==> config.mk <==
export PLATFORM = sky130hd
export DESIGN_NAME = console_uart_tx
export DESIGN_NICKNAME = d
export VERILOG_FILES = /design/src/rtl/console_uart_tx.sv
export SDC_FILE = /design/constraint.sdc
export NUM_CORES = 1
export LEC_CHECK = 0
export BUFFER_PORTS_ARGS = -buffer_cell sky130_fd_sc_hd__buf_2
export CAP_MARGIN = 40
export CORE_ASPECT_RATIO = 1.1
export CORE_MARGIN = 3
export CORE_UTILIZATION = 45
export DETAILED_ROUTE_END_ITERATION = 8
export GPL_TIMING_DRIVEN = 0
export PLACE_DENSITY = 0.6
export SYNTH_ARGS = -nofsm -noshare
export SYNTH_HDL_FRONTEND = slang
export SYNTH_SLANG_ARGS = --single-unit
==> constraint.sdc <==
create_clock -name clk -period 6.66 [get_ports clk]
set_input_delay 0.999 -clock clk [delete_from_list [all_inputs] [get_ports clk]]
set_output_delay 0.999 -clock clk [all_outputs]
set_load 0.005 [all_outputs]
==> src/rtl/console_uart_tx.sv <==
// Snoops core stores: console-address bytes are queued and sent as 8N1 on tx; halt-address stores raise halt after drain.
// Latency: tx start bit begins one edge after the capturing edge; halt rises one edge after the last stop bit ends.
// Backpressure: none toward the core; a full FIFO drops the byte and sets sticky overflow. CONSOLE_ECHO_EN adds a sim echo.
`timescale 1ns/1ps

package console_uart_pkg;
    localparam int word_address_size = 32;

    typedef struct packed {
        logic                         valid;
        logic [word_address_size-1:0] addr;
        logic [3:0]                   do_write;
        logic [31:0]                  data;
    } memory_io_req;
endpackage

module console_uart_tx
    import console_uart_pkg::*;
#(
    parameter int                           CLKS_PER_BIT = 16,
    parameter int                           FIFO_DEPTH   = 16,
    parameter logic [word_address_size-1:0] CONSOLE_ADDR = word_address_size'(32'h0002_FFF8),
    parameter logic [word_address_size-1:0] HALT_ADDR    = word_address_size'(32'h0002_FFFC)
) (
    input  logic                        clk,
    input  logic                        reset,
    input  memory_io_req                data_mem_req,
    output logic                        tx,
    output logic                        busy,
    output logic                        overflow,
    output logic [$clog2(FIFO_DEPTH):0] fifo_count,
    output logic                        halt
);
    localparam int AW = $clog2(FIFO_DEPTH);
    localparam int BW = $clog2(CLKS_PER_BIT);

    typedef enum logic [1:0] {IDLE, START, DATA, STOP} state_t;

    state_t        state_q, state_d;
    logic [BW-1:0] baud_q, baud_d;
    logic [2:0]    bit_q, bit_d;
    logic [7:0]    shift_q, shift_d;
    logic          tx_d;

    logic [AW:0]   wr_ptr, rd_ptr;
    logic [7:0]    mem [FIFO_DEPTH];
    logic          fifo_empty, fifo_full;
    logic          console_wr, halt_wr, push, pop, bit_end;
    logic          halt_pending;
    logic          unused_req_bits;

    assign unused_req_bits = ^data_mem_req.data[31:8];

    assign console_wr = data_mem_req.valid && (data_mem_req.addr == CONSOLE_ADDR) && (|data_mem_req.do_write);
    assign halt_wr    = data_mem_req.valid && (data_mem_req.addr == HALT_ADDR)    && (|data_mem_req.do_write);

    assign fifo_empty = (wr_ptr == rd_ptr);
    assign fifo_full  = ((wr_ptr ^ rd_ptr) == {1'b1, {AW{1'b0}}});
    assign fifo_count = wr_ptr - rd_ptr;
    // A pop in the same cycle frees the slot, so a push into a full FIFO still lands.
    assign push       = console_wr && (!fifo_full || pop);
    assign busy       = !fifo_empty || (state_q != IDLE);
    assign bit_end    = (baud_q == BW'(CLKS_PER_BIT - 1));

    always_comb begin
        state_d = state_q;
        baud_d  = baud_q;
        bit_d   = bit_q;
        shift_d = shift_q;
        pop     = 1'b0;
        unique case (state_q)
            IDLE: begin
                baud_d = '0;
                if (!fifo_empty) begin
                    pop     = 1'b1;
                    shift_d = mem[rd_ptr[AW-1:0]];
                    state_d = START;
                end
            end
            START: begin
                baud_d = baud_q + 1'b1;
                if (bit_end) begin
                    baud_d  = '0;
                    bit_d   = '0;
                    state_d = DATA;
                end
            end
            DATA: begin
                baud_d = baud_q + 1'b1;
                if (bit_end) begin
                    baud_d  = '0;
                    shift_d = {1'b0, shift_q[7:1]};
                    bit_d   = bit_q + 1'b1;
                    if (bit_q == 3'd7) state_d = STOP;
                end
            end
            STOP: begin
                baud_d = baud_q + 1'b1;
                if (bit_end) begin
                    baud_d = '0;
                    if (!fifo_empty) begin
                        pop     = 1'b1;
                        shift_d = mem[rd_ptr[AW-1:0]];
                        state_d = START;
                    end else begin
                        state_d = IDLE;
                    end
                end
            end
        endcase
        // tx is registered from the next state so the line never glitches on decode.
        tx_d = 1'b1;
        if (state_d == START)     tx_d = 1'b0;
        else if (state_d == DATA) tx_d = shift_d[0];
    end

    always_ff @(posedge clk or negedge reset) begin
        if (!reset) begin
            state_q <= IDLE;
            baud_q  <= '0;
            bit_q   <= '0;
            shift_q <= '0;
            tx      <= 1'b1;
        end else begin
            state_q <= state_d;
            baud_q  <= baud_d;
            bit_q   <= bit_d;
            shift_q <= shift_d;
            tx      <= tx_d;
        end
    end

    always_ff @(posedge clk or negedge reset) begin
        if (!reset) begin
            wr_ptr       <= '0;
            rd_ptr       <= '0;
            overflow     <= 1'b0;
            halt_pending <= 1'b0;
            halt         <= 1'b0;
        end else begin
            if (push) wr_ptr <= wr_ptr + 1'b1;
            if (pop)  rd_ptr <= rd_ptr + 1'b1;
            if (console_wr && !push) overflow <= 1'b1;
            if (halt_wr) halt_pending <= 1'b1;
            if (halt_pending && fifo_empty && (state_q == IDLE)) halt <= 1'b1;
        end
    end

    always_ff @(posedge clk) begin
        if (push) mem[wr_ptr[AW-1:0]] <= data_mem_req.data[7:0];
    end

`ifdef CONSOLE_ECHO_EN
    always @(posedge clk) begin
        if (reset && push) $write("%c", data_mem_req.data[7:0]);
    end
`else
`endif

endmodule

==> impl_results.md, run 1 <==
- CP Max Fanout: 10
- Yosys reg bits: around 160
- GRT overflow: 0
- Final setup TNS: 0 ns
- ANT cells: 0
- Post-CTS Setup Repair Bufs: 0
- Clock Root Buffer: clkbuf_16
- CTS Buf Count: 17
- Vias per inst: 5.58
- Vias in the first global route: 3900
- CP Data Required Time: between 6 and 7 ns
- Post-layout min period: 3.38 ns
- First-pass GRT wire length: about 22 mm
- Port Buf Inserts: between 50 and 60
- Top-count cell post-synth: edfxtp_1
- Initial Util: around 47%
- Ys async rst share: between 10% and 20%
- Period utilisation layout: around half
- Top FF cell, synth: edfxtp_1
- Post-synth top area share: between 50% and 60%
- Type of the most critical hold path: flip-flop to flip-flop
- Startpoint Class: flip-flop
- Area growth syn-to-layout: 16.9%
- Layout fillers: 1183
- Worst EP arrival: 3.50 ns
- Setup CP Type: flip-flop to flip-flop
- Hold_buf cts: 0
- # IOs: 80
- CTS Buffer Depth: 2
- Worst Setup End Kind: flip-flop
- Leak: between 2 and 3 nW
- Post-CTS Resized: 0
- Post-DP Area: approximately 7500 sq um
- Drt drc: 0
- Slew margin rel.: between 40 and 50%
- WL per Instance: just over 20 um
- Core Area: between 10000 and 15000 sq um
- Site Rows: 46
- Measured slew at the worst slew-check pin: 0.824 ns
- Share of cells above drive strength 1: between 30% and 40%
- Crit-path max cell delay: roughly 0.65 ns
- CTS tree: yes
- Worst-path clk slew: about 0.06 ns
- Area leader, netlist: edfxtp_1
- Crit path max-delay cell type: nor3_1
- Final setup skew: around 0.0063 ns
- Register area share after synthesis: between 60% and 70%
- RSZ-0062 raised after global routing: false
- Dpl hpwl: around 10 mm
- Endpoints failing setup: 0
- Largest cells by area after synthesis: edfxtp_1 (56%), dfrtp_1 (11%), mux4_2 (9.1%)
- Most frequent CP cell: buf_4
- Fmax: between 200 and 300 MHz
- Largest net degree at the start of global routing: 32
- Avg Cell Area, Syn: approximately 18 sq um
- DR vias: between 3000 and 4000
- H-tree depth: 4
- CP cell instances: buf_4 > buf_4 > inv_1 > ha_1 > and4_1 > o211ai_1 > nand2_1 > nor3_1 > buf_2
- Max IR drop VDD: 0.232 mV
- Mapped Area: roughly 6900 sq um
- GP Congestion: between 0.7 and 0.8
- Pins Over Slew Limit: 0
- Synth warn: 0
- Tot GR Track Use: 18.1%
- EDFF count, synth: roughly 130
- Area of the multi-input gates: between 2000 and 2500 sq um
- Clk_lat worst skew: between 0.4 and 0.5 ns
- Register area: 4620 sq um
- DRT Pass-1 Iters: 4
- Post-detailed-route count of antenna-violating nets: 0
- Syn_nets: 481
- Detailed-route wire length: approximately 14 mm
- Die width: ~120 um
- Full die area: between 15000 and 20000 sq um
- Distinct cells, synth: 61
- Fin area: 8070 sq um
- # Max-Cap Violations: 0
- Status: completed
- Final Hold Viols: 0
- Cell Pwr Density: approximately 260 nW/um^2
- NumNets Final: 560
- Initial antenna violation count: 0
- Clock sink count: about 160
- Most common library cells after synthesis: edfxtp_1 (128), dfrtp_1 (30), mux4_2 (28)
- Die height: around 140 um
- DR iter-0 viols: between 200 and 250
- Post-synthesis cell count: ~400
where the power goes:
part            switching, mW  internal, mW  total [mW]
Combinational          0.0186        0.0110      0.0296
Sequential     0.000000000265          1.07        1.07
Clock                   0.376         0.586       0.962
Total                   0.395          1.67        2.07
state kept, by name (all words and copies together), names as in the netlist:
signal,count
mem,128
shift_q,8
rd_ptr,5
wr_ptr,5
baud_q,4
bit_q,3
state_q,2
halt,1
halt_pending,1
overflow,1
tx,1
worst max-delay path, delay by kind of cell, from the launching register on:
kind | cells | cell delay, ns
AO/OA/AOI/OAI | 1 | 0.33
adder cells (fa/ha/maj) | 1 | 0.31
buffers and inverters | 4 | 0.84
flip-flops | 1 | 0.42
AND/OR/NAND/NOR | 3 | 1.17
logic make-up (layout without fill, tap and decap cells):
kind of cell | after synthesis | count (layout) | synth area share (%)
buf+inv | 36 | 128 | 2.52
simple gates | 74 | 74 | 7.45
flops | 159 | 159 | 67.0
xor+xnor | 14 | 14 | 1.78
mux | 42 | 42 | 13.1
compound gates | 51 | 51 | 5.00
fa+ha+maj | 17 | 17 | 3.19
area by class of cell:
class,count,share of cell area (%)
flip-flops and latches,159,57.3
multi-input cells,198,26.4
clock buffers,17,5.27
repair buffers,60,3.84
well taps,192,2.98
clock inverters,15,2.08
plain buffers,15,1.18
inverters,21,0.977
worst paths after layout:
| path | start | end | slack, ns | cells past startpoint |
|---|---|---|---|---|
| setup / recovery | rd_ptr[1] | mem[6][4] | 3.28 | 9 |
| hold / removal | halt | halt | 0.47 | 1 |
| setup reg to reg | rd_ptr[1] | mem[6][4] | 3.28 | 9 |
| hold reg to reg | halt | halt | 0.47 | 1 |
| max in group asynchronous | reset | shift_q[4] | 5.55 | 1 |
| min in group asynchronous | reset | baud_q[1] | 0.64 | 1 |
through the flow:
stage / setup slack (ns) / utilization, % / hold WS, ns / std cells / total power [mW]
4_1_cts: 3.22 / 54.8 / 0.476 / 677 / 2.08
3_5_place_dp: 2.98 / 50.7 / 0.460 / 645 / 1.12
2_1_floorplan: 3.28 / - / 0.428 / 393 / 1.10
5_1_grt: 3.02 / 54.8 / 0.501 / 677 / 2.14
6_report: 3.28 / 54.8 / 0.471 / 677 / 2.07
3_3_place_gp: 2.26 / 50.3 / 0.452 / 640 / 1.12
layout by cell type (no fill, tap or decap), drive strengths merged, types with 5 or more instances in the layout:
| master | instances |
|---|---|
| edfxtp | 128 |
| nor4 | 5 |
| inv | 19 |
| nand4 | 5 |
| xnor2 | 12 |
| a21o | 5 |
| a22oi | 6 |
| nor3 | 5 |
| nand3 | 7 |
| and4 | 5 |
| nor2 | 7 |
| nor4b | 6 |
| ha | 16 |
| and4b | 8 |
| clkbuf | 23 |
| mux4 | 36 |
| dfrtp | 30 |
| nand2 | 13 |
| clkinv | 10 |
| buf | 69 |
| o21ai | 16 |
| a21oi | 5 |
routing by layer:
metal / part of all wire [%] / vias to the layer above / track usage [%]
met5: 0 / - / 0
met4: 1.3 / 0 / 6.03
met3: 3.0 / 15 / 3.79
met2: 50 / 55 / 28.6
met1: 46 / 1954 / 25.1
li1: - / 1754 / -
No activity file was read; power rests on OpenSTA's default activity.
==> run 2: changes to the inputs <==
--- a/config.mk
+++ b/config.mk
@@ -12,7 +12,7 @@
 export CORE_UTILIZATION = 45
 export DETAILED_ROUTE_END_ITERATION = 8
 export GPL_TIMING_DRIVEN = 0
-export PLACE_DENSITY = 0.6
+export PLACE_DENSITY = 0.63
 export SYNTH_ARGS = -nofsm -noshare
 export SYNTH_HDL_FRONTEND = slang
 export SYNTH_SLANG_ARGS = --single-unit
==> constraint.sdc (replaced) <==
create_clock -name clk -period 3 [get_ports clk]
set_input_delay 0.45 -clock clk [delete_from_list [all_inputs] [get_ports clk]]
set_output_delay 0.45 -clock clk [all_outputs]
set_load 0.005 [all_outputs]
==> run 2 against run 1 <==
Net effect: total power rose by 120%; global-route usage rose by 0.40 points; critical path depth fell by 1; final area rose by 0.48%; clock skew rose by 0.0036 ns; sequential power rose by 120%; routed wire length rose by 1.7%; first-iteration DRC count rose by 3.6%; register-to-register slack got worse by 3.1 ns; clock power rose by 110%; final cell count rose by 0.59%.
==> impl_results.md, run 2 (synthesis results as in run 1) <==
- Cell Pwr Density: 553 nW/um^2 (was 256 nW/um^2)
- GP Congestion: 0.815 (was 0.794)
- Post-DP Area: 7480 sq um (unchanged)
- Largest net degree at the start of global routing: 32 (unchanged)
- H-tree depth: 4 (unchanged)
- Status: completed (unchanged)
- Slew margin rel.: 44.8% (was 44.6%)
- Type of the most critical hold path: input pin to async pin (was flip-flop to flip-flop)
- CP Data Required Time: 3.13 ns (was 6.79 ns)
- Worst hold slack: 0.0887 ns (was 0.471 ns)
- CP cell instances: buf_4 > inv_1 > ha_1 > and4_1 > o211ai_1 > nand2_2 > nor4b_2 > buf_4 (was buf_4 > buf_4 > inv_1 > ha_1 > and4_1 > o211ai_1 > nand2_1 > nor3_1 > buf_2)
- Tot GR Track Use: 18.5% (was 18.1%)
- Full die area: 16900 sq um (unchanged)
- M1 WL: 6.29 mm (was 6.28 mm)
- Max IR drop VDD: 0.403 mV (was 0.232 mV)
- Setup CP Type: flip-flop to flip-flop (unchanged)
- Core Area: 14700 sq um (unchanged)
- Final setup skew: 0.00995 ns (was 0.00630 ns)
- Die width: 124 um (unchanged)
- Period utilisation layout: 92.4% (was 50.7%)
- Clk_lat worst skew: 0.42 ns (about the same)
- Dpl hpwl: 9.78 mm (was 9.96 mm)
- Measured slew at the worst slew-check pin: 0.820 ns (was 0.824 ns)
- Most frequent cells in the layout: edfxtp_1 (128), buf_2 (57), dfrtp_1 (30), mux4_2 (28), clkbuf_16 (17) (unchanged)
- Fmax: 361 MHz (was 296 MHz)
- Critical path buffers and inverters: 3 (was 4)
- Fin area: 8110 sq um (was 8070 sq um)
- Site Rows: 46 (unchanged)
- Leak: 2.95 nW (was 2.94 nW)
- Pins Over Slew Limit: 0 (unchanged)
- # Max-Cap Violations: 0 (unchanged)
- Top layer in use: met4 (unchanged)
- Finished Layout Cells: 681 (was 677)
- Crit path max-delay cell type: dfrtp_1 (was nor3_1)
- WL per Instance: 20.6 um (was 20.4 um)
- RSZ-0062 raised after global routing: false (unchanged)
- Post-layout min period: 2.77 ns (was 3.38 ns)
- Final WS setup: 0.228 ns (was 3.28 ns)
- Design Power: 4.49 mW (was 2.07 mW)
- Hold_buf cts: 0 (unchanged)
- Final setup TNS: 0 ns (unchanged)
- Area growth syn-to-layout: 17.5% (was 16.9%)
- CTS Buffer Depth: 2 (unchanged)
- Vias in the first global route: 3994 (was 3900)
- Detailed-route wire length: 14.0 mm (was 13.8 mm)
- Dpl ws: -0.497 ns (was 2.98 ns)
- Clock sink count: 159 (unchanged)
- Startpoint Class: flip-flop (unchanged)
- CP Max Fanout: 19 (was 10)
- Share of cells above drive strength 1: 32.9% (was 30.1%)
- DRT Pass-1 Iters: 4 (unchanged)
- NumNets Final: 564 (was 560)
- Placed Cells: 645 (unchanged)
- Most frequent CP cell: buf_4 (unchanged)
- Endpoints failing setup: 0 (unchanged)
- WL met2: 7.11 mm (was 6.91 mm)
- DR iter-0 viols: 232 (was 224)
- CTS Buf Count: 17 (unchanged)
- Routed met3 length: 437 um (was 413 um)
- # IOs: 80 (unchanged)
- Post-detailed-route count of antenna-violating nets: 0 (unchanged)
- Top delay family on crit path: simple AND/OR/NAND/NOR gates (unchanged)
- GRT overflow: 0 (unchanged)
- Drt drc: 0 (unchanged)
- Finished Core Util: 55.0% (was 54.8%)
- Crit-path max cell delay: 0.40 ns (was 0.65 ns)
- ANT cells: 0 (unchanged)
- Commonest non-fill, non-tap cell in the layout: edfxtp_1 (unchanged)
- Worst EP arrival: 2.90 ns (was 3.50 ns)
- Worst Setup End Kind: flip-flop (unchanged)
- Die height: 136 um (unchanged)
- Clock Root Buffer: clkbuf_16 (unchanged)
- Layout fillers: 1235 (was 1183)
- DR vias: 3787 (was 3778)
- Worst-path clk slew: 0.06 ns (about the same)
- First-pass GRT wire length: 22.7 mm (was 22.1 mm)
- Max reg flops: 128 (unchanged)
- Final Hold Viols: 0 (unchanged)
- Port Buf Inserts: 55 (unchanged)
- Vias per inst: 5.56 (was 5.58)
- Initial Util: 46.8% (unchanged)
- CTS tree: yes (unchanged)
- Initial antenna violation count: 0 (unchanged)
-- run 2: cell count changes in the layout (fill, tap and decap cells not counted), sizes merged --
cell	before	now
buf	69	73
bufinv	3	1
clkbuf	23	24
clkinvlp	4	2
inv	19	22
-- run 2: where the power goes --
part / internal (mW) / leakage (nW) / switching (mW)
logic: 0.0244 / 1.14 / 0.0417
registers: 2.38 / 1.54 / 0.000000000548
clock network: 1.15 / 0.271 / 0.884
-- run 2: repair_timing --
| item | 4_1_cts | 5_1_grt |
|---|---|---|
| gates resized for setup | 9 | 4 |
| setup buffers | 2 | 3 |
| pin swaps | 0 | 2 |
| endpoints found under the setup margin | 98 | 73 |
| gates cloned | 0 | 0 |
| endpoints found under the hold margin | 0 | 0 |
-- run 2: worst paths after layout --
kind / to / depth (start not counted) / slack (ns) / startpoint
max reg2reg: mem[2][7] / 8 / 0.23 / rd_ptr[1]
max in group asynchronous: bit_q[1] / 1 / 2.43 / reset
min: baud_q[3] / 1 / 0.09 / reset
min in group clk: halt_pending / 2 / 0.30 / data_mem_req[38]
min reg2reg: halt / 1 / 0.46 / halt
max: mem[2][7] / 8 / 0.23 / rd_ptr[1]
-- run 2: layout make-up --
type / instances / area, sq um / area share [%]
buffer: 14 / 87.6 / 1.08
multi-input combinational: 198 / 2170 / 26.8
clock buffer: 18 / 429 / 5.29
inverter: 21 / 78.8 / 0.972
timing repair buffer: 65 / 348 / 4.29
tap: 192 / 240 / 2.96
clock inverter: 14 / 131 / 1.62
sequential: 159 / 4620 / 57.0
-- run 2: layer usage --
layer	GRT usage, %	vias up
li1	-	1759
met2	29.7	65
met5	0	-
met3	4.00	18
met4	5.66	0
met1	25.4	1945
==> run 3: changes to the inputs <==
==> constraint.sdc (replaced) <==
create_clock -name clk -period 3 [get_ports clk]
set_input_delay 0 -clock clk [delete_from_list [all_inputs] [get_ports clk]]
set_output_delay 0 -clock clk [all_outputs]
set_load 0.005 [all_outputs]
==> run 3 against run 2 <==
Net effect: clock-buffer cell count unchanged; register-to-register slack lost 0.03 ns; flip-flop and latch count is the same; final cell count increased by 1.5%; critical path type unchanged; critical endpoint unchanged; largest power group unchanged.
==> impl_results.md, run 3 (synthesis results as in run 1) <==
- First-pass GRT wire length: 22.9 mm (was 22.7 mm)
- Fin area: 8210 sq um (was 8110 sq um)
- DRT Pass-1 Iters: 5 (was 4)
- Cell Pwr Density: 548 nW/um^2 (was 553 nW/um^2)
- Worst EP arrival: 2.93 ns (was 2.90 ns)
- # IOs: 80 (unchanged)
- Largest net degree at the start of global routing: 32 (unchanged)
- Clk_lat worst skew: 0.42 ns (about the same)
- WL per Instance: 20.3 um (was 20.6 um)
- Tot GR Track Use: 18.6% (was 18.5%)
- CP Max Fanout: 19 (unchanged)
- Met1 usage: 25.5% (was 25.4%)
- Type of the most critical hold path: input pin to flip-flop (was input pin to async pin)
- Max reg flops: 128 (unchanged)
- Area growth syn-to-layout: 18.9% (was 17.5%)
- GR peak layer: met2 (unchanged)
- CTS Buf Count: 17 (unchanged)
- Initial Util: 46.8% (unchanged)
- Final Hold Viols: 0 (unchanged)
- Detailed-route wire length: 14.0 mm (about the same)
- Met3 capacity usage during global routing: 4.00% (unchanged)
- DR vias: 3826 (was 3787)
- Endpoints failing setup: 0 (unchanged)
- Setup CP Type: flip-flop to flip-flop (unchanged)
- Clock Root Buffer: clkbuf_16 (unchanged)
- Design Power: 4.50 mW (was 4.49 mW)
- Post-layout min period: 2.80 ns (was 2.77 ns)
- Post-DP Area: 7480 sq um (unchanged)
- Final setup skew: 0.00958 ns (was 0.00995 ns)
- Drt drc: 0 (unchanged)
- Leak: 2.99 nW (was 2.95 nW)
- NumNets Final: 574 (was 564)
- Max IR drop VDD: 0.403 mV (about the same)
- Commonest non-fill, non-tap cell in the layout: edfxtp_1 (unchanged)
- Fmax: 357 MHz (was 361 MHz)
- Share of cells above drive strength 1: 32.3% (was 32.9%)
- Reg2Reg Setup Slack: 0.20 ns (was 0.23 ns)
- Worst Setup End Kind: flip-flop (unchanged)
- Period utilisation layout: 93.3% (was 92.4%)
- Hold Startpoint: data_mem_req[60]
- Vias in the first global route: 4053 (was 3994)
- CP Data Required Time: 3.13 ns (about the same)
- Status: completed (unchanged)
- GRT overflow: 0 (unchanged)
- Port Buf Inserts: 55 (unchanged)
- Full die area: 16900 sq um (unchanged)
- Clock sink count: 159 (unchanged)
- RR Endpoint: mem[2][7] (unchanged)
- Startpoint Class: flip-flop (unchanged)
- Pins Over Slew Limit: 0 (unchanged)
- Hold endpoint: overflow
- Core Area: 14700 sq um (unchanged)
- CTS tree: yes (unchanged)
- Worst-path clk slew: 0.06 ns (about the same)
- R2R Path Start: rd_ptr[1] (unchanged)
- Slew margin rel.: 46.3% (was 44.8%)
- Site Rows: 46 (unchanged)
- R2R depth: 8 (unchanged)
- RSZ-0062 raised after global routing: false (unchanged)
- # Max-Cap Violations: 0 (unchanged)
- Dpl hpwl: 9.78 mm (unchanged)
- M2 GR Usage: 29.9% (was 29.7%)
- Die height: 136 um (unchanged)
- ANT cells: 0 (unchanged)
- Initial antenna violation count: 0 (unchanged)
- H-tree depth: 4 (unchanged)
- Die width: 124 um (unchanged)
- DR iter-0 viols: 193 (was 232)
- Post-detailed-route count of antenna-violating nets: 0 (unchanged)
- GP Congestion: 0.815 (unchanged)
- Most frequent cells in the layout: edfxtp_1 (128), buf_2 (57), dfrtp_1 (30), mux4_2 (28), clkbuf_16 (17) (unchanged)
- Hold Path Depth: 6
- Vias per inst: 5.54 (was 5.56)
- Measured slew at the worst slew-check pin: 0.799 ns (was 0.820 ns)
- CTS Buffer Depth: 2 (unchanged)
[run 3: cell count changes in the layout (fill, tap and decap cells not counted)]
cell / delta
dlygate4sd3_1: +10
[run 3: per-stage QoR]
step	utilization, %	hold WS [ns]	setup TNS, ns	instances	setup WS (ns)
floorplan	-	-0.296	0	393	0.00709
global placement	50.3	0.0896	-45.91	640	-1.11
detailed placement	50.7	0.0994	-12.58	645	-0.497
CTS	55.5	0.0290	0	689	0.0151
global route	55.7	0.0953	0	691	0.00936
finish	55.7	0.0516	0	691	0.202
[run 3: worst max path at each step]
| stage | startpoint | endpoint | cells past startpoint |
|---|---|---|---|
| finish | rd_ptr[1] | mem[2][7] | 8 |
| global route | rd_ptr[1] | mem[3][1] | 8 |
| CTS | rd_ptr[1] | mem[7][2] | 9 |
| detailed placement | rd_ptr[1] | mem[6][5] | 9 |
| global placement | rd_ptr[1] | mem[1][5] | 8 |
| floorplan | rd_ptr[1] | mem[0][0] | 8 |
[run 3: routing by layer]
layer,wire length (um),vias to the layer above
li1,-,1782
met4,193,0
met1,6370,1970
met2,7110,53
met3,380,21
met5,0,-
[run 3: final cells by class]
cell class | count | area (sq um)
Buffer | 14 | 87.6
Clock buffer | 18 | 429
Clock inverter | 14 | 131
Fill cell | 1221 | 6530
Inverter | 21 | 78.8
Multi-Input combinational cell | 198 | 2170
Sequential cell | 159 | 4620
Tap cell | 192 | 240
Timing Repair Buffer | 75 | 448
[run 3: worst max-delay path: stages (launching register included)]
cell and delay (ns):
dfrtp_1 0.40, buf_4 0.30, inv_1 0.13, ha_1 0.33, and4_1 0.20, o211ai_1 0.26
nand2_2 0.26, nor4b_2 0.37, buf_4 0.25
[run 3: power breakdown]
group          internal (mW)  switching (mW)
clock network           1.15           0.882
logic                 0.0329          0.0432
registers               2.38  0.000000000555
[run 3: timing repair]
item | in CTS | in global routing
endpoints found under the setup margin | 98 | 73
hold buffers | 10 | 0
endpoints found under the hold margin | 163 | 0
pin swaps | 0 | 2
buffers inserted | 2 | 3
gates resized for setup | 9 | 4
